--- src/rtl/vga_timing_pkg.sv ---
// Shared types and default timing for the VGA timing generator.
package vga_timing_pkg;

  // Phase within one axis of the raster. The order follows the scan order.
  typedef enum logic [1:0] {
    ACTIVE = 2'd0,
    FRONT  = 2'd1,
    SYNC   = 2'd2,
    BACK   = 2'd3
  } phase_t;

  // Default mode: 683x768 visible area, 896x795 total raster.
  localparam int DEF_H_ACTIVE = 683;
  localparam int DEF_H_FP     = 32;
  localparam int DEF_H_SYNC   = 56;
  localparam int DEF_H_BP     = 125;
  localparam int DEF_V_ACTIVE = 768;
  localparam int DEF_V_FP     = 3;
  localparam int DEF_V_SYNC   = 6;
  localparam int DEF_V_BP     = 18;

  // Length of one full axis period (all four segments).
  function automatic int seg_total(input int a, input int f, input int s, input int b);
    return a + f + s + b;
  endfunction

endpackage

--- src/rtl/vga_timing_gen_if.sv ---
// Raster timing bundle between the timing generator and its consumer.
// pix_en is a pure qualifier driven by the consumer: every rising clk edge
// with pix_en=1 advances the raster by one pixel; there is no backpressure,
// and all other signals are registered outputs describing the position on x/y.
interface vga_timing_gen_if #(
  parameter int XW = 10,
  parameter int YW = 10
);
  logic                  pix_en;
  logic [XW-1:0]         x;
  logic [YW-1:0]         y;
  logic                  de;
  logic                  hsync;
  logic                  vsync;
  logic                  line_start;
  logic                  frame_start;
  // Current phase of each axis, exposed for observation.
  vga_timing_pkg::phase_t h_phase;
  vga_timing_pkg::phase_t v_phase;

  modport master (
    input  pix_en,
    output x, y, de, hsync, vsync, line_start, frame_start, h_phase, v_phase
  );

  modport slave (
    output pix_en,
    input  x, y, de, hsync, vsync, line_start, frame_start, h_phase, v_phase
  );
endinterface

--- src/rtl/vga_phase_counter.sv ---
// One raster axis: position counter with explicit wrap plus the
// ACTIVE -> FRONT -> SYNC -> BACK phase FSM. Both step only when adv=1.
module vga_phase_counter
  import vga_timing_pkg::*;
#(
  parameter int SEG_ACTIVE = 8,
  parameter int SEG_FRONT  = 2,
  parameter int SEG_SYNC   = 3,
  parameter int SEG_BACK   = 3,
  parameter int W          = 4
) (
  input  logic         clk,
  input  logic         rst,
  input  logic         adv,
  output logic [W-1:0] count,
  output logic         wrap,
  output phase_t       phase,
  output phase_t       phase_nxt
);

  localparam int TOTAL = seg_total(SEG_ACTIVE, SEG_FRONT, SEG_SYNC, SEG_BACK);

  // Last position of each segment; the FSM leaves a phase when adv hits it.
  localparam logic [W-1:0] END_ACTIVE = W'(SEG_ACTIVE - 1);
  localparam logic [W-1:0] END_FRONT  = W'(SEG_ACTIVE + SEG_FRONT - 1);
  localparam logic [W-1:0] END_SYNC   = W'(SEG_ACTIVE + SEG_FRONT + SEG_SYNC - 1);
  localparam logic [W-1:0] LAST       = W'(TOTAL - 1);

  // A zero-length segment would make two phase boundaries coincide.
  if (SEG_ACTIVE < 1 || SEG_FRONT < 1 || SEG_SYNC < 1 || SEG_BACK < 1) begin : g_bad_param
    $error("vga_phase_counter: every segment length must be at least 1");
  end

  logic [W-1:0] count_nxt;

  // Wrap flag from the registered count: the next advance returns to 0.
  assign wrap = (count == LAST);

  // Next position and next phase; both hold while adv=0.
  always_comb begin
    count_nxt = count;
    phase_nxt = phase;
    if (adv) begin
      count_nxt = wrap ? '0 : count + W'(1);
      case (phase)
        ACTIVE:  if (count == END_ACTIVE) phase_nxt = FRONT;
        FRONT:   if (count == END_FRONT)  phase_nxt = SYNC;
        SYNC:    if (count == END_SYNC)   phase_nxt = BACK;
        BACK:    if (wrap)                phase_nxt = ACTIVE;
        default: phase_nxt = BACK;
      endcase
    end
  end

  // Counter and FSM state; reset parks on the last position of BACK so the
  // first advance lands on position 0 in ACTIVE.
  always_ff @(posedge clk) begin
    if (rst) begin
      count <= LAST;
      phase <= BACK;
    end else begin
      count <= count_nxt;
      phase <= phase_nxt;
    end
  end

endmodule

--- src/rtl/vga_timing_gen.sv ---
// VGA raster timing generator: horizontal and vertical phase counters plus
// registered de/sync/start outputs aligned with the x/y position.
module vga_timing_gen
  import vga_timing_pkg::*;
#(
  parameter int H_ACTIVE = DEF_H_ACTIVE,
  parameter int H_FP     = DEF_H_FP,
  parameter int H_SYNC   = DEF_H_SYNC,
  parameter int H_BP     = DEF_H_BP,
  parameter int V_ACTIVE = DEF_V_ACTIVE,
  parameter int V_FP     = DEF_V_FP,
  parameter int V_SYNC   = DEF_V_SYNC,
  parameter int V_BP     = DEF_V_BP,
  parameter bit H_POL    = 1'b0,
  parameter bit V_POL    = 1'b0
) (
  input  logic              clk,
  input  logic              rst,
  vga_timing_gen_if.master  bus
);

  localparam int H_TOTAL = seg_total(H_ACTIVE, H_FP, H_SYNC, H_BP);
  localparam int V_TOTAL = seg_total(V_ACTIVE, V_FP, V_SYNC, V_BP);
  localparam int XW      = $clog2(H_TOTAL);
  localparam int YW      = $clog2(V_TOTAL);

  logic [XW-1:0] h_count;
  logic [YW-1:0] v_count;
  logic          h_wrap;
  logic          v_wrap;
  logic          v_adv;
  phase_t        h_phase;
  phase_t        h_phase_nxt;
  phase_t        v_phase;
  phase_t        v_phase_nxt;

  // The vertical axis steps once per completed line.
  assign v_adv = bus.pix_en & h_wrap;

  vga_phase_counter #(
    .SEG_ACTIVE (H_ACTIVE),
    .SEG_FRONT  (H_FP),
    .SEG_SYNC   (H_SYNC),
    .SEG_BACK   (H_BP),
    .W          (XW)
  ) u_h (
    .clk       (clk),
    .rst       (rst),
    .adv       (bus.pix_en),
    .count     (h_count),
    .wrap      (h_wrap),
    .phase     (h_phase),
    .phase_nxt (h_phase_nxt)
  );

  vga_phase_counter #(
    .SEG_ACTIVE (V_ACTIVE),
    .SEG_FRONT  (V_FP),
    .SEG_SYNC   (V_SYNC),
    .SEG_BACK   (V_BP),
    .W          (YW)
  ) u_v (
    .clk       (clk),
    .rst       (rst),
    .adv       (v_adv),
    .count     (v_count),
    .wrap      (v_wrap),
    .phase     (v_phase),
    .phase_nxt (v_phase_nxt)
  );

  // Position and phases come straight from the counter registers.
  assign bus.x       = h_count;
  assign bus.y       = v_count;
  assign bus.h_phase = h_phase;
  assign bus.v_phase = v_phase;

  // Derived outputs are registered from the counters' next state so they
  // change on the same edge as x/y and always describe the shown position.
  always_ff @(posedge clk) begin
    if (rst) begin
      bus.de          <= 1'b0;
      bus.hsync       <= ~H_POL;
      bus.vsync       <= ~V_POL;
      bus.line_start  <= 1'b0;
      bus.frame_start <= 1'b0;
    end else begin
      bus.line_start  <= 1'b0;
      bus.frame_start <= 1'b0;
      if (bus.pix_en) begin
        bus.de          <= (h_phase_nxt == ACTIVE) && (v_phase_nxt == ACTIVE);
        bus.hsync       <= (h_phase_nxt == SYNC) ? H_POL : ~H_POL;
        bus.vsync       <= (v_phase_nxt == SYNC) ? V_POL : ~V_POL;
        bus.line_start  <= h_wrap;
        bus.frame_start <= h_wrap & v_wrap;
      end
    end
  end

endmodule
--- src/flat_wrapper.sv ---
// flat-port wrapper written by rule: the top's interface ports become plain ports
module vga_timing_gen_flat import vga_timing_pkg::*;
#(
  parameter int H_ACTIVE = DEF_H_ACTIVE,
  parameter int H_FP     = DEF_H_FP,
  parameter int H_SYNC   = DEF_H_SYNC,
  parameter int H_BP     = DEF_H_BP,
  parameter int V_ACTIVE = DEF_V_ACTIVE,
  parameter int V_FP     = DEF_V_FP,
  parameter int V_SYNC   = DEF_V_SYNC,
  parameter int V_BP     = DEF_V_BP,
  parameter bit H_POL    = 1'b0,
  parameter bit V_POL    = 1'b0
)
  (clk, rst, bus_pix_en, bus_x, bus_y, bus_de, bus_hsync, bus_vsync, bus_line_start, bus_frame_start, bus_h_phase, bus_v_phase);
  vga_timing_gen_if bus_i ();
  input  logic clk;
  input  logic rst;
  input wire logic [$bits(bus_i.pix_en)-1:0] bus_pix_en;
  output wire logic [$bits(bus_i.x)-1:0] bus_x;
  output wire logic [$bits(bus_i.y)-1:0] bus_y;
  output wire logic [$bits(bus_i.de)-1:0] bus_de;
  output wire logic [$bits(bus_i.hsync)-1:0] bus_hsync;
  output wire logic [$bits(bus_i.vsync)-1:0] bus_vsync;
  output wire logic [$bits(bus_i.line_start)-1:0] bus_line_start;
  output wire logic [$bits(bus_i.frame_start)-1:0] bus_frame_start;
  output wire logic [$bits(bus_i.h_phase)-1:0] bus_h_phase;
  output wire logic [$bits(bus_i.v_phase)-1:0] bus_v_phase;
  assign bus_i.pix_en = bus_pix_en;
  assign bus_x = bus_i.x;
  assign bus_y = bus_i.y;
  assign bus_de = bus_i.de;
  assign bus_hsync = bus_i.hsync;
  assign bus_vsync = bus_i.vsync;
  assign bus_line_start = bus_i.line_start;
  assign bus_frame_start = bus_i.frame_start;
  assign bus_h_phase = bus_i.h_phase;
  assign bus_v_phase = bus_i.v_phase;
  vga_timing_gen #(.H_ACTIVE(H_ACTIVE), .H_FP(H_FP), .H_SYNC(H_SYNC), .H_BP(H_BP), .V_ACTIVE(V_ACTIVE), .V_FP(V_FP), .V_SYNC(V_SYNC), .V_BP(V_BP), .H_POL(H_POL), .V_POL(V_POL)) u_core (.clk(clk), .rst(rst), .bus(bus_i));
endmodule
--- config.mk ---
export PLATFORM = sky130hd
export DESIGN_NAME = vga_timing_gen_flat
export DESIGN_NICKNAME = d
export VERILOG_FILES = /design/src/rtl/vga_timing_pkg.sv /design/src/rtl/vga_timing_gen_if.sv /design/src/rtl/vga_phase_counter.sv /design/src/rtl/vga_timing_gen.sv /design/src/flat_wrapper.sv
export SDC_FILE = /design/constraint.sdc
export NUM_CORES = 1
export LEC_CHECK = 0
export ABC_AREA = 1
export CORE_MARGIN = 3
export CORE_UTILIZATION = 30
export CTS_CLUSTER_DIAMETER = 200
export DETAILED_ROUTE_END_ITERATION = 10
export GPL_TIMING_DRIVEN = 0
export RECOVER_POWER = 100
export SYNTH_ARGS = -nofsm -noshare
export SYNTH_HDL_FRONTEND = slang
export SYNTH_SLANG_ARGS = --single-unit
export TNS_END_PERCENT = 50
--- constraint.sdc ---
create_clock -name clk -period 2 [get_ports clk]
set_input_delay 0.3 -clock clk [delete_from_list [all_inputs] [get_ports clk]]
set_output_delay 0.3 -clock clk [all_outputs]
set_load 0.03 [all_outputs]
==> results of run 1 <==
[synth_stat cells (2+ instances only)]
master | number | area share [%]
a21oi_1 | 12 | 3.6
o21ai_1 | 3 | 0.89
inv_2 | 4 | 0.89
nor3_1 | 9 | 2.7
dfxtp_1 | 29 | 35
xor2_1 | 4 | 2.1
nor2_2 | 5 | 1.9
o211ai_1 | 3 | 1.3
a31oi_1 | 2 | 0.75
nand3_2 | 2 | 1.2
o21ai_0 | 12 | 3.6
nor2_1 | 26 | 5.8
clkinv_1 | 2 | 0.45
nand2_1 | 64 | 14
nand4_1 | 4 | 1.5
ha_1 | 5 | 3.7
nand3_1 | 20 | 6.0
inv_1 | 41 | 9.2
nand2_2 | 3 | 1.1
[routing by layer]
metal,vias up,global-route usage [%],part of all wire [%]
li1,891,-,-
met1,725,18.53,51
met2,31,21.44,44
met3,4,2.993,3.2
met4,0,6.081,1.3
met5,-,0,0
[flip-flops by register name (all words and copies together) (netlist names)]
register,count
u_core.bus.hsync,1
u_core.bus.frame_start,1
u_core.u_h.phase,2
u_core.bus.de,1
u_core.u_v.count,10
u_core.u_v.phase,2
u_core.bus.line_start,1
u_core.bus.vsync,1
u_core.u_h.count,10
[path summary, 6_finish.rpt]
path                                     startpoint  slack, ns  depth (start not counted)                   to
worst max-delay path            u_core.u_v.count[4]       0.16                          1             bus_y[4]
worst min-delay path                     bus_pix_en       0.30                          2  u_core.u_h.count[0]
worst max register to register  u_core.u_h.count[1]       0.24                         11  u_core.u_v.count[5]
worst min register to register        u_core.bus.de       0.47                          2        u_core.bus.de
[report_power, final]
part / total (mW) / leakage (nW) / switching [mW] / internal [mW]
combinational: 0.965 / 0.746 / 0.633 / 0.332
sequential: 0.788 / 0.237 / 0.120 / 0.668
clock: 0.505 / 0.0443 / 0.232 / 0.273
[layout make-up]
class / instances / area share [%]
plain buffers: 3 / 1.048
flip-flops and latches: 29 / 27.01
multi-input cells: 180 / 41.68
clock buffers: 7 / 4.016
well taps: 70 / 4.075
repair buffers: 30 / 13.97
inverters: 47 / 8.207
[metrics by stage]
| step | hold slack (ns) | power, mW | util, % |
|---|---|---|---|
| 6_report | 0.3022 | 2.258 | 40.79 |
| 2_1_floorplan | 0.3997 | 1.487 | - |
| 5_1_grt | 0.3263 | 2.422 | 40.79 |
| 3_5_place_dp | 0.4630 | 1.803 | 39.20 |
| 4_1_cts | 0.2985 | 2.314 | 40.84 |
| 3_3_place_gp | 0.4602 | 1.798 | 39.20 |
[cells by family after synthesis]
family,share of synthesized area (%)
AO/OA/AOI/OAI,11.11
buffers and inverters,11.86
AND/OR/NAND/NOR,36.09
XOR/XNOR,2.610
flip-flops,34.60
adder cells (fa/ha/maj),3.729
==> results.toml, run 1 <==
[status]
outcome = "finished, final reports clean"

[routing]
vias = 1651
avgViaCountPerCell = 4.511
drt_iter0_markers = 65
drtPass1Iterations = 4
routedWlPerCell_um = 11.41
drt_wl_total_mm = 4.176
drc = 0
drtAntennaViolNets = 0

[timing]
worstMarginPinSlew_ns = 0.4851
finClkSkew_ns = 0.006176
worst_slack_ns = 0.1632
finalSetupTns_ns = 0
period_needed_ns = 1.837
hold_violations = 0
slew_viol_final = 0
max_freq_mhz = 544.4
finalSetupViolCount = 0
slew_headroom_pct = 67.66
fin_crit_sh_pct = 91.84
rsz0062_at_grt = "false"

[floorplanning]
row_count = 26
die_w_um = 80.79
start_util_pct = 31.84
die_y_um = 80.79
ios = 32
dieArea_um2 = 6526
core_um2 = 5270

[final_layout]
fin_area_um2 = 2150
final_common_cell = "nand2_1"
final_cells = 366
drive_gt1_share_pct = 8.784
multi_input_area_um2 = 895.9
num_antenna_cells = 0
synthToLayoutAreaGrowth_pct = 28.11
mostFrequentLayoutCells = "64 x nand2_1, 41 x inv_1, 30 x dlygate4sd3_1"
seqCellArea_um2 = 580.6
fillers = 574
fin_nets = 304

[grt]
grt_max_degree = 11
antenna_found_initial = 0
grt_pass1_wl_mm = 6.969
overflow = 0
grt_pass1_vias = 1512
grt_util_all_layers_pct = 13.86

[power]
cellPowerDensity_nw_per_um2 = 1051
ir_worst_vdd_v = 0.0003960
leakagePower_nw = 1.027

[synth]
syn_area_um2 = 1678
synth_warnings = 0
synth_edf_count = 0
synthArstFlopShare_pct = 0
seq_area_frac_synth_pct = 34.60
syn-num-nets = 267
synth_cell_type_count = 28
synth.ff_latch_count = 29
avgSynthCellArea_um2 = 6.478
syn_inst = 259
synth_ff_type = "dfxtp_1"

[clock_network]
cts_resized = 0
cts.sink_count = 29
holdBufCountCts = 0
root_buffer = "clkbuf_8"
clk_path_buf_depth = 2
clkTransAtPathRegs_ns = 0.07
postCtsSetupRepairBufs = 0
worstSkewPairLatency_ns = 0.28
h-tree-depth = 2
tritoncts = "done"
cts_buffers = 5

[run]
drv_cap = 0

[setup_path]
cpPeakStageDelay_ns = 0.79
cp_num_buf_inv = 1
crit_required_ns = 1.70
path_cells = "dlygate4sd3_1"
cp.arrival_ns = 1.54
crit_fanout = 7
cpLargestDelayFamily = "buffers and inverters"
end_kind = "output port"
crit_slowest_cell = "dlygate4sd3_1"
crit_type = "reg2out"
cp-start-kind = "register"

[min_path]
hp-class = "in2reg"

[placed_design]
placed_cell_area_um2 = 2066
pre_cts_ws_ns = 0.1074
dpl.cell_count = 359
port-buffer-count = 30
place_congestion = 0.8510
dp_hpwl_mm = 3.180
Power figures use the tool's default switching activity.
==> run 2, diff against run 1 <==
--- a/config.mk
+++ b/config.mk
@@ -7,12 +7,14 @@
 export LEC_CHECK = 0
 export ABC_AREA = 1
 export CORE_MARGIN = 3
-export CORE_UTILIZATION = 30
+export CORE_UTILIZATION = 51
 export CTS_CLUSTER_DIAMETER = 200
 export DETAILED_ROUTE_END_ITERATION = 10
 export GPL_TIMING_DRIVEN = 0
-export RECOVER_POWER = 100
+export PLACE_DENSITY = 0.79
+export RECOVER_POWER = 25
 export SYNTH_ARGS = -nofsm -noshare
 export SYNTH_HDL_FRONTEND = slang
+export SYNTH_HIERARCHICAL = 1
 export SYNTH_SLANG_ARGS = --single-unit
 export TNS_END_PERCENT = 50
==> run 2 against run 1 <==
Wire length is 8.1% lower. Cell count fell by 11%. Largest cell class unchanged. Die area is 41% lower. Utilization rose by 35 points. Register-to-register slack lost 0.19 ns. Hold slack improved by 0.18 ns. Fmax shrank 5.7%.
==> results.toml, run 2 <==
[clock_network]
holdBufCountCts = 0
worstSkewPairLatency_ns = 0.33
h-tree-depth = 2
clk_path_buf_depth = 2
clkTransAtPathRegs_ns = 0.09
root_buffer = "clkbuf_4"
cts_buffers = 5
tritoncts = "done"
cts.sink_count = 29

[synth]
synth-xor-area-share_pct = 1.625
synth_area_leader_cell = "dfxtp_1"
avgSynthCellArea_um2 = 6.850
synthArstFlopShare_pct = 0
netlist_top_cells_count = "57 x nand2_1, 38 x inv_1, 31 x nor2_1, 29 x dfxtp_1, 19 x nand3_1"
synth_compound_area_share_pct = 9.211
synthDominantCellAreaShare_pct = 35.91
synth.mux.area_fraction_pct = 0
synth_warnings = 6
syn_area_um2 = 1617
yosysMostFrequentCell = "nand2_1"
synth_edf_count = 0
synthSimpleGateAreaFrac_pct = 39.63
netlist_top_cells_area = "dfxtp_1 36%, nand2_1 13%, inv_1 8.8%"
synthAdderAreaFrac_pct = 3.870
seq_area_frac_synth_pct = 35.91
synth_cell_type_count = 27
synth.ff_latch_count = 29
syn-num-nets = 244
synth_top_family_by_area = "simple AND/OR/NAND/NOR gates"
synth_ff_type = "dfxtp_1"
syn_inst = 236

[grt]
grt_util_all_layers_pct = 20.15
grt_pass1_vias = 1450
grt_max_degree = 12
antenna_found_initial = 0
grt_pass1_wl_mm = 6.403
overflow = 0

[power]
cellPowerDensity_nw_per_um2 = 985.6
power.total_mw = 2.154
leakagePower_nw = 1.070
ir_worst_vdd_v = 0.0006188

[routing]
drt_wl_total_mm = 3.838
avgViaCountPerCell = 4.948
drc = 0
drtAntennaViolNets = 0
drt_iter0_markers = 98
routedWlPerCell_um = 11.81
vias = 1608
drtPass1Iterations = 4

[final_layout]
num_antenna_cells = 0
mostFrequentLayoutCells = "54 x nand2_1, 36 x inv_1, 31 x clkdlybuf4s50_1"
drive_gt1_share_pct = 19.08
final_cells = 325
fillers = 232
fin_area_um2 = 2186
final_common_cell = "nand2_1"
fin_nets = 290
synthToLayoutAreaGrowth_pct = 35.22
reg_top3 = "u_core/u_h/count: 10 flops, u_core/u_v/count: 10 flops"

[floorplanning]
core_um2 = 2877
start_util_pct = 56.20
dieArea_um2 = 3881
ios = 32
die_w_um = 62.30
die_y_um = 62.30
row_count = 19

[setup_path]
crit_slowest_cell = "dfxtp_4"
cp.arrival_ns = 2.16
timing.rr.start = "u_core/u_h/count[1]"
crit_type = "reg2reg"
crit_required_ns = 2.22
r2r_cells = 16
end_kind = "register"
r2r_setup_slack_ns = 0.05
cp_num_buf_inv = 2
cp-start-kind = "register"
r2r-end = "u_core/bus.de"
crit_fanout = 6
cpPeakStageDelay_ns = 0.37
path_cells = "ha_4, nand3_4, nor2_4, nand2_2, inv_2, nand2_4, inv_6, nand3_4, nor3_4, nand4_1, nand2_1, nand2_2, nand2_2, nor2_1, nand2_1, a21oi_2"
cpLargestDelayFamily = "simple AND/OR/NAND/NOR gates"
cpMostUsedCell = "nand2_2"

[timing]
finalSetupTns_ns = 0
fin_crit_sh_pct = 97.43
finClkSkew_ns = 0.009309
slew_viol_final = 0
rsz0062_at_grt = "true"
slew_headroom_pct = 68.53
worstMarginPinSlew_ns = 0.4705
finalSetupViolCount = 0
hold_violations = 0
period_needed_ns = 1.949
max_freq_mhz = 513.2

[min_path]
hp-start = "u_core/bus.vsync"
holdPathEnd = "u_core/bus.vsync"
min_path_cells = 2
hp-class = "reg2reg"

[placed_design]
port-buffer-count = 31
dp_hpwl_mm = 2.683
placed_cell_area_um2 = 1991
dpl.cell_count = 309
place_congestion = 0.8804

[status]
outcome = "finished, final reports clean"

[run]
drv_cap = 0
==> run 2: cell types whose count changed after synthesis, sizes merged, moves of 2 or more <==
cell,delta
nor3b,+5
a21oi,-5
o21bai,+2
nor2,+2
xor2,-2
o21ai,-2
nor3,-8
nand2,-5
inv,-6
==> run 2: layout make-up <==
type	count	area, µm²	share of cell area [%]
Inverter	40	155.1	7.098
Buffer	1	7.507	0.3434
Clock buffer	7	65.06	2.977
Timing Repair Buffer	39	370.4	16.94
Tap cell	42	52.55	2.404
Sequential cell	29	596.8	27.30
Clock inverter	1	5.005	0.2290
Multi-Input combinational cell	166	933.4	42.70
==> run 2: how the worst max path moves through the flow <==
| stage | slack, ns | endpoint | start | depth (start not counted) |
|---|---|---|---|---|
| floorplan | 0.008 | u_core/bus.de | u_core/u_h/count[8] | 15 |
| global placement | -0.23 | u_core/bus.de | u_core/u_h/count[1] | 16 |
| detailed placement | -0.24 | u_core/bus.de | u_core/u_h/count[1] | 16 |
| CTS | 0.01 | u_core/bus.de | u_core/u_h/count[0] | 16 |
| global route | -0.09 | u_core/bus.de | u_core/u_h/count[1] | 16 |
| finish | 0.05 | u_core/bus.de | u_core/u_h/count[1] | 16 |
==> run 2: worst register-to-register path: cells and delay by family (launching register included) <==
family,cells,cell delay (ns)
flops,1,0.37
buf+inv,2,0.21
fa+ha+maj,1,0.15
compound gates,1,0.05
simple gates,12,1.08
==> run 2: kinds of logic (layout without fill, tap and decap cells) <==
kind of cell / count (synthesis) / count (layout)
xor+xnor: 3 / 3
simple gates: 131 / 131
compound gates: 27 / 27
flops: 29 / 29
buf+inv: 41 / 88
fa+ha+maj: 5 / 5
==> run 2: what timing repair did <==
item / 4_1_cts / 5_1_grt
gates resized for setup: 10 / 10
hold endpoints to repair: 0 / 0
buffers inserted: 4 / 4
cloned: 0 / 0
pin swaps: 3 / 9
setup endpoints to repair: 6 / 5
==> run 2: power by group <==
group / leakage [nW] / total [mW] / internal (mW) / switching [mW]
sequential: 0.235 / 0.775 / 0.669 / 0.106
clock: 0.0413 / 0.417 / 0.204 / 0.213
combinational: 0.793 / 0.963 / 0.379 / 0.583
==> run 2: metal layers <==
layer	vias to the layer above	part of all wire, %	global-route usage [%]
li1	837	-	-
met1	725	51	28.13
met2	44	44	30.38
met3	2	4.1	4.505
met4	0	0.44	7.438
met5	-	0	0
==> run 2: metrics by stage <==
stage | hold WS, ns | util [%] | setup slack, ns
floorplan | 0.3695 | - | 0.008244
global placement | 0.4533 | 69.20 | -0.2348
detailed placement | 0.4533 | 69.20 | -0.2407
CTS | 0.4833 | 73.95 | 0.01093
global route | 0.5186 | 75.99 | -0.09227
finish | 0.4806 | 75.99 | 0.05135
==> run 3, diff against run 2 <==
--- a/config.mk
+++ b/config.mk
@@ -8,9 +8,9 @@
 export ABC_AREA = 1
 export CORE_MARGIN = 3
 export CORE_UTILIZATION = 51
-export CTS_CLUSTER_DIAMETER = 200
 export DETAILED_ROUTE_END_ITERATION = 10
 export GPL_TIMING_DRIVEN = 0
+export MAX_ROUTING_LAYER = met4
 export PLACE_DENSITY = 0.79
 export RECOVER_POWER = 25
 export SYNTH_ARGS = -nofsm -noshare
==> run 3 against run 2 <==
First-iteration DRC count down 7.1%. Worst setup slack worse by 0.0053 ns. Register-to-register slack about the same. Non-clock buffer count unchanged. Utilization unchanged. Wire length down 0.44%. Via count down 0.50%. Total power up 0.17%. Global-route usage up 0.57 points. Sequential power about the same. Combinational power about the same. Highest routed layer unchanged.
==> results.toml, run 3 (same netlist as run 2, synthesis figures left out) <==
[setup_path]
cp-start-kind = "register"
timing.rr.start = "u_core/u_h/count[1]"
r2r_cells = 16
cp.arrival_ns = 2.17
crit_required_ns = 2.22
crit_slowest_cell = "dfxtp_4"
end_kind = "register"
cpMostUsedCell = "nand2_2"
crit_type = "reg2reg"
crit_fanout = 6
cpPeakStageDelay_ns = 0.37
path_cells = "ha_4, nand3_4, nor2_4, nand2_2, inv_2, nand2_4, inv_6, nand3_4, nor3_4, nand4_1, nand2_1, nand2_2, nand2_2, nor2_1, nand2_1, a21oi_2"
crit_path_start = "u_core/u_h/count[1]"

[run]
drv_cap = 0

[floorplanning]
ios = 32
row_count = 19
die_w_um = 62.30
die_y_um = 62.30
core_um2 = 2877
dieArea_um2 = 3881
start_util_pct = 56.20

[grt]
grt_pass1_wl_mm = 6.410
grt_util_all_layers_pct = 20.72
grt_max_degree = 12
grt_pass1_vias = 1449
antenna_found_initial = 0
overflow = 0

[clock_network]
clkTransAtPathRegs_ns = 0.09
worstSkewPairLatency_ns = 0.33
root_buffer = "clkbuf_4"
clk_path_buf_depth = 2
h-tree-depth = 2
cts.sink_count = 29
cts_buffers = 5
tritoncts = "done"

[final_layout]
fin_area_um2 = 2186
num_antenna_cells = 0
drive_gt1_share_pct = 19.08
seqCellArea_um2 = 596.8
reg_top3 = "u_core/u_h/count: 10 flops, u_core/u_v/count: 10 flops"
final_common_cell = "nand2_1"
fin_nets = 290
synthToLayoutAreaGrowth_pct = 35.22
fillers = 232
mostFrequentLayoutCells = "54 x nand2_1, 36 x inv_1, 31 x clkdlybuf4s50_1"
final_cells = 325
multi_input_area_um2 = 933.4

[placed_design]
place_congestion = 0.8950
placed_cell_area_um2 = 1991
dpl.cell_count = 309
dp_hpwl_mm = 2.683
port-buffer-count = 31

[routing]
drt_iter0_markers = 91
drc = 0
drtPass1Iterations = 4
avgViaCountPerCell = 4.923
drtAntennaViolNets = 0
drt_wl_total_mm = 3.821
vias = 1600
routedWlPerCell_um = 11.76

[timing]
max_freq_mhz = 511.8
slew_headroom_pct = 68.84
worstMarginPinSlew_ns = 0.4660
finalSetupViolCount = 0
finClkSkew_ns = 0.008524
fin_crit_sh_pct = 97.70
period_needed_ns = 1.954
slew_viol_final = 0
rsz0062_at_grt = "true"
hold_violations = 0

[power]
ir_worst_vdd_v = 0.0006175
internal_power_mw = 1.252
netSwitchingFraction_pct = 41.97
clkPwrFrac_pct = 19.5
power_frac_seq_pct = 35.9
combPwrFrac_pct = 44.6
power.total_mw = 2.158
p_sw_mw = 0.9056
cellPowerDensity_nw_per_um2 = 987.2
leakagePower_nw = 1.070

[min_path]
hp-start = "u_core/bus.vsync"
min_path_cells = 2
hp-class = "reg2reg"

[status]
outcome = "finished, final reports clean"
[run 3: cell counts in the layout (fill, tap and decap cells not counted)]
Identical to the previous run, type by type.
[run 3: timing repair]
item                                    4_1_cts  5_1_grt
endpoints found under the setup margin        6        5
pin swaps                                     3        9
buffers inserted                              4        4
gates resized for setup                      10       10
hold buffers                                  0        0
[run 3: layout make-up]
cell class	instances	area share (%)
plain buffers	1	0.3434
clock buffers	7	2.977
clock inverters	1	0.2290
inverters	40	7.098
multi-input cells	166	42.70
flip-flops and latches	29	27.30
well taps	42	2.404
repair buffers	39	16.94
[run 3: layer usage]
metal  GRT usage [%]  vias to the layer above  wire [µm]
li1                -                      838          -
met1           28.13                      720       1975
met2           30.38                       38       1652
met3           4.505                        4        156
met4           7.438                        0         38
met5               -                        -          0
[run 3: final timing paths]
kind	slack, ns	end
worst max register to register	0.05	u_core/bus.de
worst max-delay path	0.05	u_core/bus.de
worst min register to register	0.48	u_core/bus.vsync
worst min-delay path	0.48	u_core/bus.vsync
[run 3: worst max-delay path: cells and delay by family (launching register included)]
family	cells	cell delay [ns]
simple gates	12	1.07
flops	1	0.37
buf+inv	2	0.21
fa+ha+maj	1	0.15
compound gates	1	0.05
[run 3: power by group through the flow]
stage          Combinational, mW  Clock (mW)  Sequential, mW
4_1_cts                    0.904       0.434           0.768
6_report                   0.962       0.421           0.775
5_1_grt                     1.05       0.458           0.792
3_3_place_gp               0.851           0           0.782
2_1_floorplan              0.438           0           0.931
3_5_place_dp               0.858           0           0.782
[run 3: per-stage QoR]
step	worst slack, ns	utilization [%]	TNS, ns	hold slack, ns
floorplan	0.008244	-	0	0.3695
global placement	-0.2348	69.20	-0.5196	0.4533
detailed placement	-0.2407	69.20	-0.5997	0.4533
CTS	0.01093	73.95	0	0.4833
global route	-0.09227	75.99	-0.1446	0.5186
finish	0.04601	75.99	0	0.4799
